`config.mk`:
```
export PLATFORM = sky130hd
export DESIGN_NAME = pc_fetch_unit
export DESIGN_NICKNAME = d
export VERILOG_FILES = /design/src/rtl/riscv_pkg.sv /design/src/rtl/fetch_out_buf.sv /design/src/rtl/pc_fetch_unit.sv
export SDC_FILE = /design/constraint.sdc
export NUM_CORES = 1
export LEC_CHECK = 0
export BUFFER_PORTS_ARGS = -buffer_cell sky130_fd_sc_hd__buf_2
export CORE_MARGIN = 4
export CORE_UTILIZATION = 50
export DETAILED_ROUTE_END_ITERATION = 10
export GPL_TIMING_DRIVEN = 1
export PLACE_DENSITY = 0.78
export SYNTH_ARGS = -nofsm -noshare
export SYNTH_HDL_FRONTEND = slang
export SYNTH_HIERARCHICAL = 1
export SYNTH_SLANG_ARGS = --single-unit
```
`constraint.sdc`:
```
create_clock -name clk -period 2.1 [get_ports clk]
set_clock_uncertainty 0.1 [all_clocks]
set_input_delay 0.105 -clock clk [delete_from_list [all_inputs] [get_ports clk]]
set_output_delay 0.105 -clock clk [all_outputs]
set_load 0.05 [all_outputs]
```
`src/rtl/riscv_pkg.sv`:
```
// rtl/riscv_pkg.sv - shared types and constants for the instruction fetch stage
package riscv_pkg;

    localparam logic [31:0] NOP_INSTR_DEF = 32'h0000_0013;
    localparam logic [31:0] RESET_PC_DEF  = 32'h0000_0000;

    typedef enum logic [1:0] {
        ISSUE = 2'd0,
        WAIT  = 2'd1,
        TRAP  = 2'd2
    } fetch_state_t;

    typedef struct packed {
        logic [31:0] instr;
        logic [31:0] pc;
        logic [31:0] pc_plus4;
    } fetch_pkt_t;

    // Sequential successor; wraps silently at the top of the address space.
    function automatic logic [31:0] pc_inc(input logic [31:0] pc);
        return pc + 32'd4;
    endfunction

endpackage

```
`src/rtl/fetch_out_buf.sv`:
```
// rtl/fetch_out_buf.sv - one-entry valid/ready holding register between fetch and decode
module fetch_out_buf
    import riscv_pkg::*;
#(
    parameter logic [31:0] NOP_INSTR = NOP_INSTR_DEF
) (
    input  logic       clk,
    input  logic       rst,
    input  logic       load,
    input  fetch_pkt_t load_pkt,
    input  logic       consume,
    input  logic       flush,
    output logic       valid,
    output fetch_pkt_t pkt
);

    fetch_pkt_t held;

    always_ff @(posedge clk) begin
        if (rst) begin
            valid <= 1'b0;
            held  <= '{instr: NOP_INSTR, pc: 32'd0, pc_plus4: 32'd0};
        end else if (flush) begin
            valid <= 1'b0;
        end else if (load) begin
            // A load in the same cycle as a consume refills the entry.
            valid <= 1'b1;
            held  <= load_pkt;
        end else if (consume) begin
            valid <= 1'b0;
        end
    end

    always_comb begin
        pkt = held;
        if (!valid) begin
            pkt.instr = NOP_INSTR;
        end
    end

endmodule

```
`src/rtl/pc_fetch_unit.sv`:
```
// rtl/pc_fetch_unit.sv - PC ownership, single-outstanding imem fetch and redirect handling
module pc_fetch_unit
    import riscv_pkg::*;
#(
    parameter logic [31:0] RESET_PC  = RESET_PC_DEF,
    parameter logic [31:0] NOP_INSTR = NOP_INSTR_DEF
) (
    input  logic        clk,
    input  logic        rst,
    input  logic        redirect_valid,
    input  logic [31:0] redirect_target,
    output logic        imem_req,
    output logic [31:0] imem_addr,
    input  logic        imem_ready,
    input  logic        imem_rvalid,
    input  logic [31:0] imem_rdata,
    output logic        if_valid,
    output logic [31:0] if_instr,
    output logic [31:0] if_pc,
    output logic [31:0] if_pc_plus4,
    input  logic        id_ready,
    output logic        fetch_misaligned
);

    fetch_state_t state, state_nxt;
    logic [31:0]  pc;
    logic [31:0]  pc_inflight;
    logic         kill;
    logic         misaligned;

    logic         accept;
    logic         rsp;
    logic         outstanding;
    logic         redirect_bad;
    logic         buf_load;
    logic         buf_valid;
    fetch_pkt_t   buf_pkt;
    fetch_pkt_t   load_pkt;

    always_ff @(posedge clk) begin
        if (rst) begin
            state <= ISSUE;
        end else begin
            state <= state_nxt;
        end
    end

    always_comb begin
        state_nxt = state;
        if (redirect_valid) begin
            // An in-flight word must drain in WAIT before TRAP or a new fetch.
            if (outstanding) begin
                state_nxt = WAIT;
            end else if (redirect_bad) begin
                state_nxt = TRAP;
            end else begin
                state_nxt = ISSUE;
            end
        end else begin
            case (state)
                ISSUE: if (accept) state_nxt = WAIT;
                WAIT:  if (imem_rvalid) state_nxt = misaligned ? TRAP : ISSUE;
                TRAP:  state_nxt = TRAP;
                default: state_nxt = ISSUE;
            endcase
        end
    end

    always_comb begin
        imem_req     = !rst && (state == ISSUE) && (!buf_valid || id_ready);
        accept       = imem_req && imem_ready;
        rsp          = (state == WAIT) && imem_rvalid;
        outstanding  = accept || ((state == WAIT) && !imem_rvalid);
        redirect_bad = redirect_target[1:0] != 2'b00;
        buf_load     = rsp && !kill && !redirect_valid;
    end

    always_ff @(posedge clk) begin
        if (rst) begin
            pc          <= RESET_PC;
            pc_inflight <= RESET_PC;
            kill        <= 1'b0;
            misaligned  <= 1'b0;
        end else if (redirect_valid) begin
            pc         <= redirect_target;
            kill       <= outstanding;
            misaligned <= redirect_bad;
        end else begin
            if (accept) begin
                pc_inflight <= pc;
                pc          <= pc_inc(pc);
            end
            if (rsp) begin
                kill <= 1'b0;
            end
        end
    end

    always_comb begin
        load_pkt = '{instr: imem_rdata, pc: pc_inflight, pc_plus4: pc_inc(pc_inflight)};
    end

    fetch_out_buf #(
        .NOP_INSTR (NOP_INSTR)
    ) u_out_buf (
        .clk      (clk),
        .rst      (rst),
        .load     (buf_load),
        .load_pkt (load_pkt),
        .consume  (buf_valid && id_ready),
        .flush    (redirect_valid),
        .valid    (buf_valid),
        .pkt      (buf_pkt)
    );

    assign imem_addr        = pc;
    assign if_valid         = buf_valid;
    assign if_instr         = buf_pkt.instr;
    assign if_pc            = buf_pkt.pc;
    assign if_pc_plus4      = buf_pkt.pc_plus4;
    assign fetch_misaligned = misaligned;

endmodule

```
* Yosys cells after proc, flatten, opt, wreduce, memory -nomap -nowiden *
Index checks and enable logic that the tools add are counted.

word-level totals
  register bits after elaboration = 165
  bits in latches = 0
  memory bits (writable) = 0
  ROM bits = 0
  memories kept = 0

operators by class
  $add $sub $neg = 2
  $mul = 0
  divide/modulo/power cells = 0
  $lt $le $gt $ge = 0
  equal/unequal tests = 4
  shifts and indexed selects = 0
  mux-type cells = 14
  bitwise logic cells = 1
  reductions and logical operators = 24

operators by type and width
  cell                   count
  $mux 32                3
  $add 32x3->32 const B  2
  $mux 2                 6
  $logic_and 1x1->1      8
  $reduce_bool 2->1      4
  $ne 3x3->1 const B     2
  $pmux 2 s3             1
  $reduce_and 2->1       3
  $logic_not 1->1        5
  $mux 1                 4
  $eq 2x1->1 const B     1
  $eq 2x2->1 const B     1
  $logic_not 2->1        1
  $logic_or 1x1->1       2
  $reduce_or 2->1        1
  $not 1->1              1

* Longest topological paths before layout *
Gate-level depths: netlist (run 1).

  depth after elaboration = 7
  mapped depth = 7
  mapped depth without buffers = 7

* By module *
Netlist (run 1), hierarchy kept.

by module, submodules not included
  module         instances  cells each  area an instance (um2)  seq. area each (um2)
  fetch_out_buf  1          539         5235.0                  1941.9
  pc_fetch_unit  1          424         3633.5                  1361.3

* Least setup slack after synthesis (run 1) *
OpenSTA, ideal clock, no wires.

  path type = flip-flop to output port
  start = reg u_out_buf.valid
  end = out imem_req
  data arrival time = 2246 ps
  setup slack = -351 ps
  stages on the path, launching flop included = 3
  path through = dfxtp_1 nor2b_1 nor4_1

on the way
  longest elaborated chain between the ends = 3

RTL lines
  what                    line                 source
  start, declared         fetch_out_buf.sv:13  output logic valid,
  start signal, assigned  fetch_out_buf.sv:21  valid <= 1'b0;
  start signal, assigned  fetch_out_buf.sv:24  valid <= 1'b0;
  start signal, assigned  fetch_out_buf.sv:27  valid <= 1'b1;
  $logic_not 1->1         n/a
  $logic_or 1x1->1        pc_fetch_unit.sv:70  imem_req = !rst && (state == ISSUE) && (!buf_valid || id_ready);
  $logic_and 1x1->1       pc_fetch_unit.sv:70
  end, declared           pc_fetch_unit.sv:12  output logic imem_req,

No other way between the ends.

* Worst setup path in the final report (run 1) *
  start = reg state[1]
  end = reg pc_inflight[20]

on the way
  longest elaborated chain between the ends = 5

RTL lines
  what                            line                 source
  start, declared                 pc_fetch_unit.sv:25  fetch_state_t state, state_nxt;
  start signal, assigned          pc_fetch_unit.sv:44  state <= state_nxt;
  $logic_not 2->1                 pc_fetch_unit.sv:70
  $logic_and 1x1->1 (2 in a row)  pc_fetch_unit.sv:70
  $logic_and 1x1->1               pc_fetch_unit.sv:71  accept = imem_req && imem_ready;
  $reduce_and 2->1 (no line)      n/a
  end signal, assigned            pc_fetch_unit.sv:90  pc_inflight <= pc;
  end, declared                   pc_fetch_unit.sv:27  logic [31:0] pc_inflight;

No other way between the ends.
A chain may end at the register's enable or synchronous reset.

==> flow_metrics.tcl, run 1 <==
set metrics [dict create \
    grt_max_degree 223 \
    boundaryPins 201 \
    min_period_ns 2.15 \
    crit_fanout 8 \
    violations "negative setup slack" \
    antenna_found_initial 0 \
    htreeDepth 4 \
    clockRootBuffer "clkbuf_16" \
    p_per_area_mw_per_mm2 655 \
    postRouteAntennaNets 0 \
    cts_buffers 17 \
    place_hpwl_mm 15.8 \
    slew_viol_final 0 \
    preCtsSetupSlack_ns 0.00965 \
    crit_arrival_ns 2.34 \
    final_cell_mix "199 x buf_2, 153 x dfxtp_1, 98 x nand2b_1" \
    rr_worst_depth 7 \
    max_freq_ghz 0.464 \
    n_antenna_cell 0 \
    hold_viol 0 \
    nNetsFinal 1245 \
    synth_warnings 6 \
    crit_family "simple AND/OR/NAND/NOR gates" \
    p_sw_mw 1.87 \
    drtIter0Drc 502 \
    fin_ws_ns -0.0538 \
    io_buffer_count 200 \
    gp_congestion 0.912 \
    clk_pin_slew_ns 0.07 \
    power.share.combinational_pct 12.4 \
    worst_slew_pin_slew_ns 0.757 \
    endpoint_kind "flip-flop" \
    gr-total-overflow 0 \
    p_sw_share_pct 25.1 \
    design.core.area_mm2 0.0174 \
    synth.distinct_cells 47 \
    path_cells "or3b_4 > or3_4 > nor2_4 > buf_12 > buf_12 > mux2i_4 > nor2_1" \
    worstSetupStartpointType "flip-flop" \
    drive_gt1_share_pct 31.5 \
    p_leak_nw 4.58 \
    drc 0 \
    insertion_delay_ns 0.43 \
    max_cap_violations 0 \
    setup_viol 21 \
    period_share_pct 103 \
    ff2ff_setup_slack_ns -0.05 \
    p_int_mw 5.58 \
    clkPwrFrac_pct 43.6 \
    clock_path_buffers 2 \
    placed_cells 1302 \
    track_usage_pct 23.9 \
    die_w_um 141 \
    worst_hold_slack_ns 0.0360 \
    die_h_um 141 \
    hold_start "redirect_valid" \
    initial_core_util_pct 51.1 \
    yosysSeqAreaShare_pct 37.2 \
    viasPerCell 5.46 \
    slowest_stage "or3_4" \
    syn_inst 963 \
    p_seq_share_pct 44.0 \
    grt_pass1_wl_mm 38.9 \
    whs_endpoint "imem_addr[0]$_SDFFE_PP0P_" \
    async_flop_share_pct 0 \
    cts_tree "done" \
    layout.cells.most_common "buf_2" \
    mappedNetlistNets 1035 \
    cp_num_buf_inv 2 \
    dieArea_mm2 0.0199 \
    grt_pass1_vias 7477 \
    dr_total_vias 7706 \
    syn_area_mm2 0.00887 \
    timing.critical_path.mode_cell "buf_12" \
    final_cells 1411 \
    timing.rr.start "state[1]$_SDFFE_PP0P_" \
    drtPass1Iterations 5 \
    rr_endpoint "pc_inflight[20]$_SDFFE_PP0P_" \
    synth_edf_count 0 \
    syn_to_final_growth_pct 28.2 \
    timing.slew.headroom_pct 49.6 \
    rows 48 \
    worstPathRequired_ns 2.28 \
    clkSinkCount 165 \
    ys_ff_latch 165 \
    whs_path_depth 3 \
    holdCritPathClass "input pin to flip-flop" \
    path_class "flip-flop to flip-flop" \
    status "complete, but fails checks" \
    max_stage_delay_ns 0.47 \
    drt-total-wl_mm 25.1 \
    ir_drop_v 0.000653 \
    rsz0062_at_grt "yes" \
    post_drt_wl_per_cell_um 17.8 \
    synth-main-ff-cell "dfxtp_1" \
    avgSynthCellArea_um2 9.21 \
]
==> per-stage QoR <==
| stage | power (mW) | utilization, % | cell area (um^2) | setup TNS (ns) |
|---|---|---|---|---|
| after floorplan | 3.85 | - | 8890 | -0.0108 |
| after global placement | 4.10 | 56.7 | 9840 | 0 |
| after detailed placement | 4.11 | 56.7 | 9840 | 0 |
| after CTS | 7.44 | 64.1 | 11100 | 0 |
| after global routing | 7.68 | 65.5 | 11400 | -2.77 |
| final | 7.45 | 65.5 | 11400 | -0.401 |
==> power by group through the flow <==
| stage | Clock (mW) | Combinational [mW] | Sequential [mW] |
|---|---|---|---|
| floorplan | 0 | 0.363 | 3.49 |
| global placement | 0 | 0.765 | 3.34 |
| detailed placement | 0 | 0.770 | 3.34 |
| CTS | 3.30 | 0.868 | 3.27 |
| global route | 3.41 | 0.977 | 3.28 |
| finish | 3.25 | 0.920 | 3.28 |
==> cells by family after synthesis <==
logic type	share of synthesized area, %
AOI/OAI and AO/OA	10.5
xor gates and xnor gates	5.33
adders and majority gates	0.282
buffers and inverters	9.86
DFF	37.2
muxes	3.95
and+or+nand+nor	32.8
==> sequential cells by signal (all words and copies together) (netlist names) <==
register,flops
fetch_misaligned,1
imem_addr,32
kill,1
pc_inflight,32
state,2
u_out_buf/held,32
u_out_buf/pkt,64
u_out_buf/valid,1
==> how the worst max path moves through the flow <==
stage	cells past startpoint	slack (ns)	endpoint	from
after floorplan	5	-0.01	imem_addr[25]$_SDFFE_PP0P_	imem_addr[14]$_SDFFE_PP0P_
after global placement	7	0.12	u_out_buf/pkt[22]$_SDFFE_PP0P_	pc_inflight[14]$_SDFFE_PP0P_
after detailed placement	5	0.01	imem_addr[14]$_SDFFE_PP0P_	imem_addr[3]$_SDFFE_PP0P_
after CTS	6	0.02	pc_inflight[20]$_SDFFE_PP0P_	state[0]$_SDFFE_PP0P_
after global routing	7	-0.11	pc_inflight[20]$_SDFFE_PP0P_	state[1]$_SDFFE_PP0P_
final	7	-0.05	pc_inflight[20]$_SDFFE_PP0P_	state[1]$_SDFFE_PP0P_
==> metal layers <==
metal / vias up / share of wire [%] / global-route usage [%] / wire (um)
li1: 3751 / - / - / -
met1: 3590 / 46 / 33.2 / 11500
met2: 316 / 45 / 36.3 / 11400
met3: 49 / 6.5 / 5.97 / 1630
met4: 0 / 2.2 / 7.75 / 546
met5: - / 0 / 0 / 0
==> Yosys cell counts (2+ instances only) <==
cell         n  area share, %
and3_1      13           0.92
nor4_2       6           0.85
buf_2       16           0.90
o21ai_1      5           0.28
ha_1         2           0.28
a21oi_1      8           0.45
o21ai_2     40            4.0
nand4bb_1   93             12
nor4_1       4           0.28
mux2i_1     35            4.0
clkbuf_1    45            1.9
nor2b_1      4           0.28
o21ai_0     54            3.0
buf_8        4           0.68
and4_1       8           0.79
and2_1      33            2.3
a211oi_1    20            1.7
nand2b_1    98            6.9
a311oi_1     3           0.30
a211oi_2     2           0.28
buf_4       68            5.8
xor2_1      22            2.2
nor2_1      71            3.0
nand2_1     36            1.5
nand4_1     18            1.3
buf_1        2          0.085
inv_1        4           0.17
buf_6        2           0.25
or3_1        4           0.28
dfxtp_1    165             37
clkbuf_2     2           0.11
xnor2_1     32            3.2
nand3_1     22            1.2
nor3_1       9           0.51
==> cell type report <==
cell class                      count  area [um^2]
Sequential cell                   165         3320
Clock inverter                     11          148
Timing Repair Buffer              330         2340
Clock buffer                       21          470
Multi-Input combinational cell    655         4800
Tap cell                          225          282
Inverter                            4         15.0
Fill cell                        1322         5980
==> worst register-to-register path: cells and delay by family, from the launching register on <==
family        cells  cell delay (ns)
simple gates      4             1.11
flops             1             0.31
mux               1             0.22
buf+inv           2             0.27
==> repair_timing <==
action	in CTS	in global routing
gates cloned	0	3
hold buffers	66	0
pin swaps	0	5
resized for setup	1	16
setup endpoints to repair	1	70
setup buffers	0	8
endpoints found under the hold margin	67	0
Note: power is estimated with default switching activity, not from simulation.
==> run 2: changes to the inputs <==
Settings changed: ABC_AREA set to 1, CORE_UTILIZATION 50 to 60, PLACE_DENSITY 0.78 to 0.87.
Clock period 2.1 ns to 2.5 ns, I/O delays scaled along.
==> run 2 against run 1 <==
Compared with the run above: the flow now finishes without violations; final area decreased by 1.6%; largest power group unchanged; critical path type unchanged; hold slack worse by 0.0039 ns; wire length up 8.4%; largest cell class unchanged; register-to-register slack better by 0.55 ns; utilization rose by 8.3 points.
==> flow_metrics.tcl, run 2 <==
set metrics [dict create \
    status "finished, final reports clean" \
    layout.cells.most_common "nand2_1" \
    die_w_um 132 \
    crit_arrival_ns 2.22 \
    final_cell_mix "326 x nand2_1, 298 x nor2_1, 236 x inv_1" \
    rows 45 \
    boundaryPins 201 \
    power.share.combinational_pct 13.5 \
    endpoint_kind "flip-flop" \
    max_cap_violations 0 \
    track_usage_pct 30.6 \
    fin_ws_ns 0.501 \
    postCtsSetupBuffers 0 \
    syn_inst 1489 \
    initial_core_util_pct 61.1 \
    p_leak_nw 5.56 \
    dr_total_vias 9663 \
    p_int_mw 4.61 \
    p_seq_share_pct 44.6 \
    cts_resized 0 \
    drtPass1Iterations 6 \
    synth-main-ff-cell "dfxtp_1" \
    timing.slew.headroom_pct 55.5 \
    p_per_area_mw_per_mm2 567 \
    mappedNetlistNets 1561 \
    worstPathRequired_ns 2.72 \
    grt_max_degree 94 \
    avgSynthCellArea_um2 6.22 \
    design.core.area_mm2 0.0151 \
    syn_area_mm2 0.00926 \
    synth_edf_count 0 \
    async_flop_share_pct 0 \
    antenna_found_initial 0 \
    ff2ff_setup_slack_ns 0.50 \
    cts_buffers 17 \
    gr-total-overflow 0 \
    holdCritPathClass "input pin to flip-flop" \
    clkSinkCount 165 \
    io_buffer_count 200 \
    drtIter0Drc 928 \
    period_share_pct 80.0 \
    hold_viol 0 \
    syn_to_final_growth_pct 20.8 \
    n_antenna_cell 0 \
    drt-total-wl_mm 27.2 \
    clockRootBuffer "clkbuf_16" \
    synth_top_area_share_pct 35.7 \
    yosysMostFrequentCell "nand2_1" \
    crit_fanout 5 \
    cts_tree "done" \
    drc 0 \
    htreeDepth 4 \
    preCtsSetupSlack_ns 0.540 \
    worst_hold_slack_ns 0.0321 \
    ir_drop_v 0.000451 \
    die_h_um 132 \
    p_sw_mw 1.74 \
    max_freq_ghz 0.500 \
    clock_path_buffers 2 \
    path_class "flip-flop to flip-flop" \
    viasPerCell 5.18 \
    synth.distinct_cells 31 \
    p_sw_share_pct 27.4 \
    gp_congestion 1.02 \
    nNetsFinal 1736 \
    drive_gt1_share_pct 16.7 \
    insertion_delay_ns 0.43 \
    timing.setup.tns_ns 0 \
    slew_viol_final 0 \
    synth_warnings 6 \
    ys_top_cells_by_count "326 x nand2_1, 298 x nor2_1, 236 x inv_1" \
    clkPwrFrac_pct 41.9 \
    largest_reg_flops 64 \
    postRouteAntennaNets 0 \
    clk_pin_slew_ns 0.06 \
    dieArea_mm2 0.0175 \
    worstSetupStartpointType "flip-flop" \
    place_hpwl_mm 18.4 \
    synth_area_leaders "dfxtp_1 36%, nand2_1 13%, nor2_1 12%" \
    setup_viol 0 \
    grt_pass1_vias 8964 \
    rsz0062_at_grt "no" \
    post_drt_wl_per_cell_um 14.6 \
    grt_pass1_wl_mm 43.9 \
    worst_slew_pin_slew_ns 0.667 \
    yosysSeqAreaShare_pct 35.7 \
    ys_ff_latch 165 \
    min_period_ns 2.00 \
    synthDominantAreaCellType "dfxtp_1" \
]
-- run 2: area by class of cell --
type	instances	area [um^2]
clock buffer	19	443
clock inverter	12	154
fill	1197	3960
inverter	241	905
multi-input combinational	951	4250
sequential	165	3300
tap	188	235
timing repair buffer	288	1900
-- run 2: worst paths after layout --
| check | start | end | cells after the start |
|---|---|---|---|
| worst max-delay path | pc_inflight[3]$_SDFFE_PP0P_ | u_out_buf/pkt[20]$_SDFFE_PP0P_ | 11 |
| worst min-delay path | redirect_target[29] | imem_addr[29]$_SDFFE_PP0P_ | 7 |
| worst max register to register | pc_inflight[3]$_SDFFE_PP0P_ | u_out_buf/pkt[20]$_SDFFE_PP0P_ | 11 |
| worst min register to register | u_out_buf/held[64]$_SDFFE_PP1P_ | u_out_buf/held[64]$_SDFFE_PP1P_ | 2 |
-- run 2: power groups by stage --
stage | clock network [mW] | registers [mW] | logic, mW
2_1_floorplan | 0 | 2.96 | 0.445
3_3_place_gp | 0 | 2.88 | 0.744
3_5_place_dp | 0 | 2.88 | 0.756
4_1_cts | 2.70 | 2.82 | 0.838
5_1_grt | 2.80 | 2.84 | 0.935
6_report | 2.66 | 2.83 | 0.857
-- run 2: logic make-up after synthesis --
family,share of synthesized area (%)
compound gates,4.93
xor+xnor,3.40
fa+ha+maj,0.270
buf+inv,18.5
flops,35.7
simple gates,37.2
-- run 2: worst max-delay path: stages, from the launching register on --
cell and delay (ns):
dfxtp_1 0.43, ha_1 0.24, nand2_1 0.13, nor3_2 0.24, nand3b_1 0.16, nor2_1 0.17
nand2_1 0.08, xor2_1 0.14, inv_1 0.05, nand3_1 0.06, nand2_1 0.07, nor2_1 0.03
-- run 2: routing by layer --
| metal | vias to the layer above | track usage (%) | part of all wire (%) |
|---|---|---|---|
| li1 | 4794 | - | - |
| met1 | 4317 | 38.8 | 41 |
| met2 | 470 | 51.1 | 48 |
| met3 | 82 | 6.26 | 8.1 |
| met4 | 0 | 12.1 | 3.1 |
| met5 | - | 0 | 0 |
-- run 2: metrics by stage --
| step | cell area [um^2] | power (mW) | utilization [%] | instances |
|---|---|---|---|---|
| after floorplan | 9260 | 3.40 | - | 1489 |
| after global placement | 9950 | 3.62 | 65.7 | 1769 |
| after detailed placement | 9950 | 3.64 | 65.7 | 1769 |
| after CTS | 11200 | 6.36 | 73.9 | 1864 |
| after global routing | 11200 | 6.58 | 73.9 | 1864 |
| final | 11200 | 6.35 | 73.9 | 1864 |
-- run 2: timing repair --
action	4_1_cts	5_1_grt
hold endpoints to repair	65	0
setup endpoints to repair	0	0
hold buffers	64	0
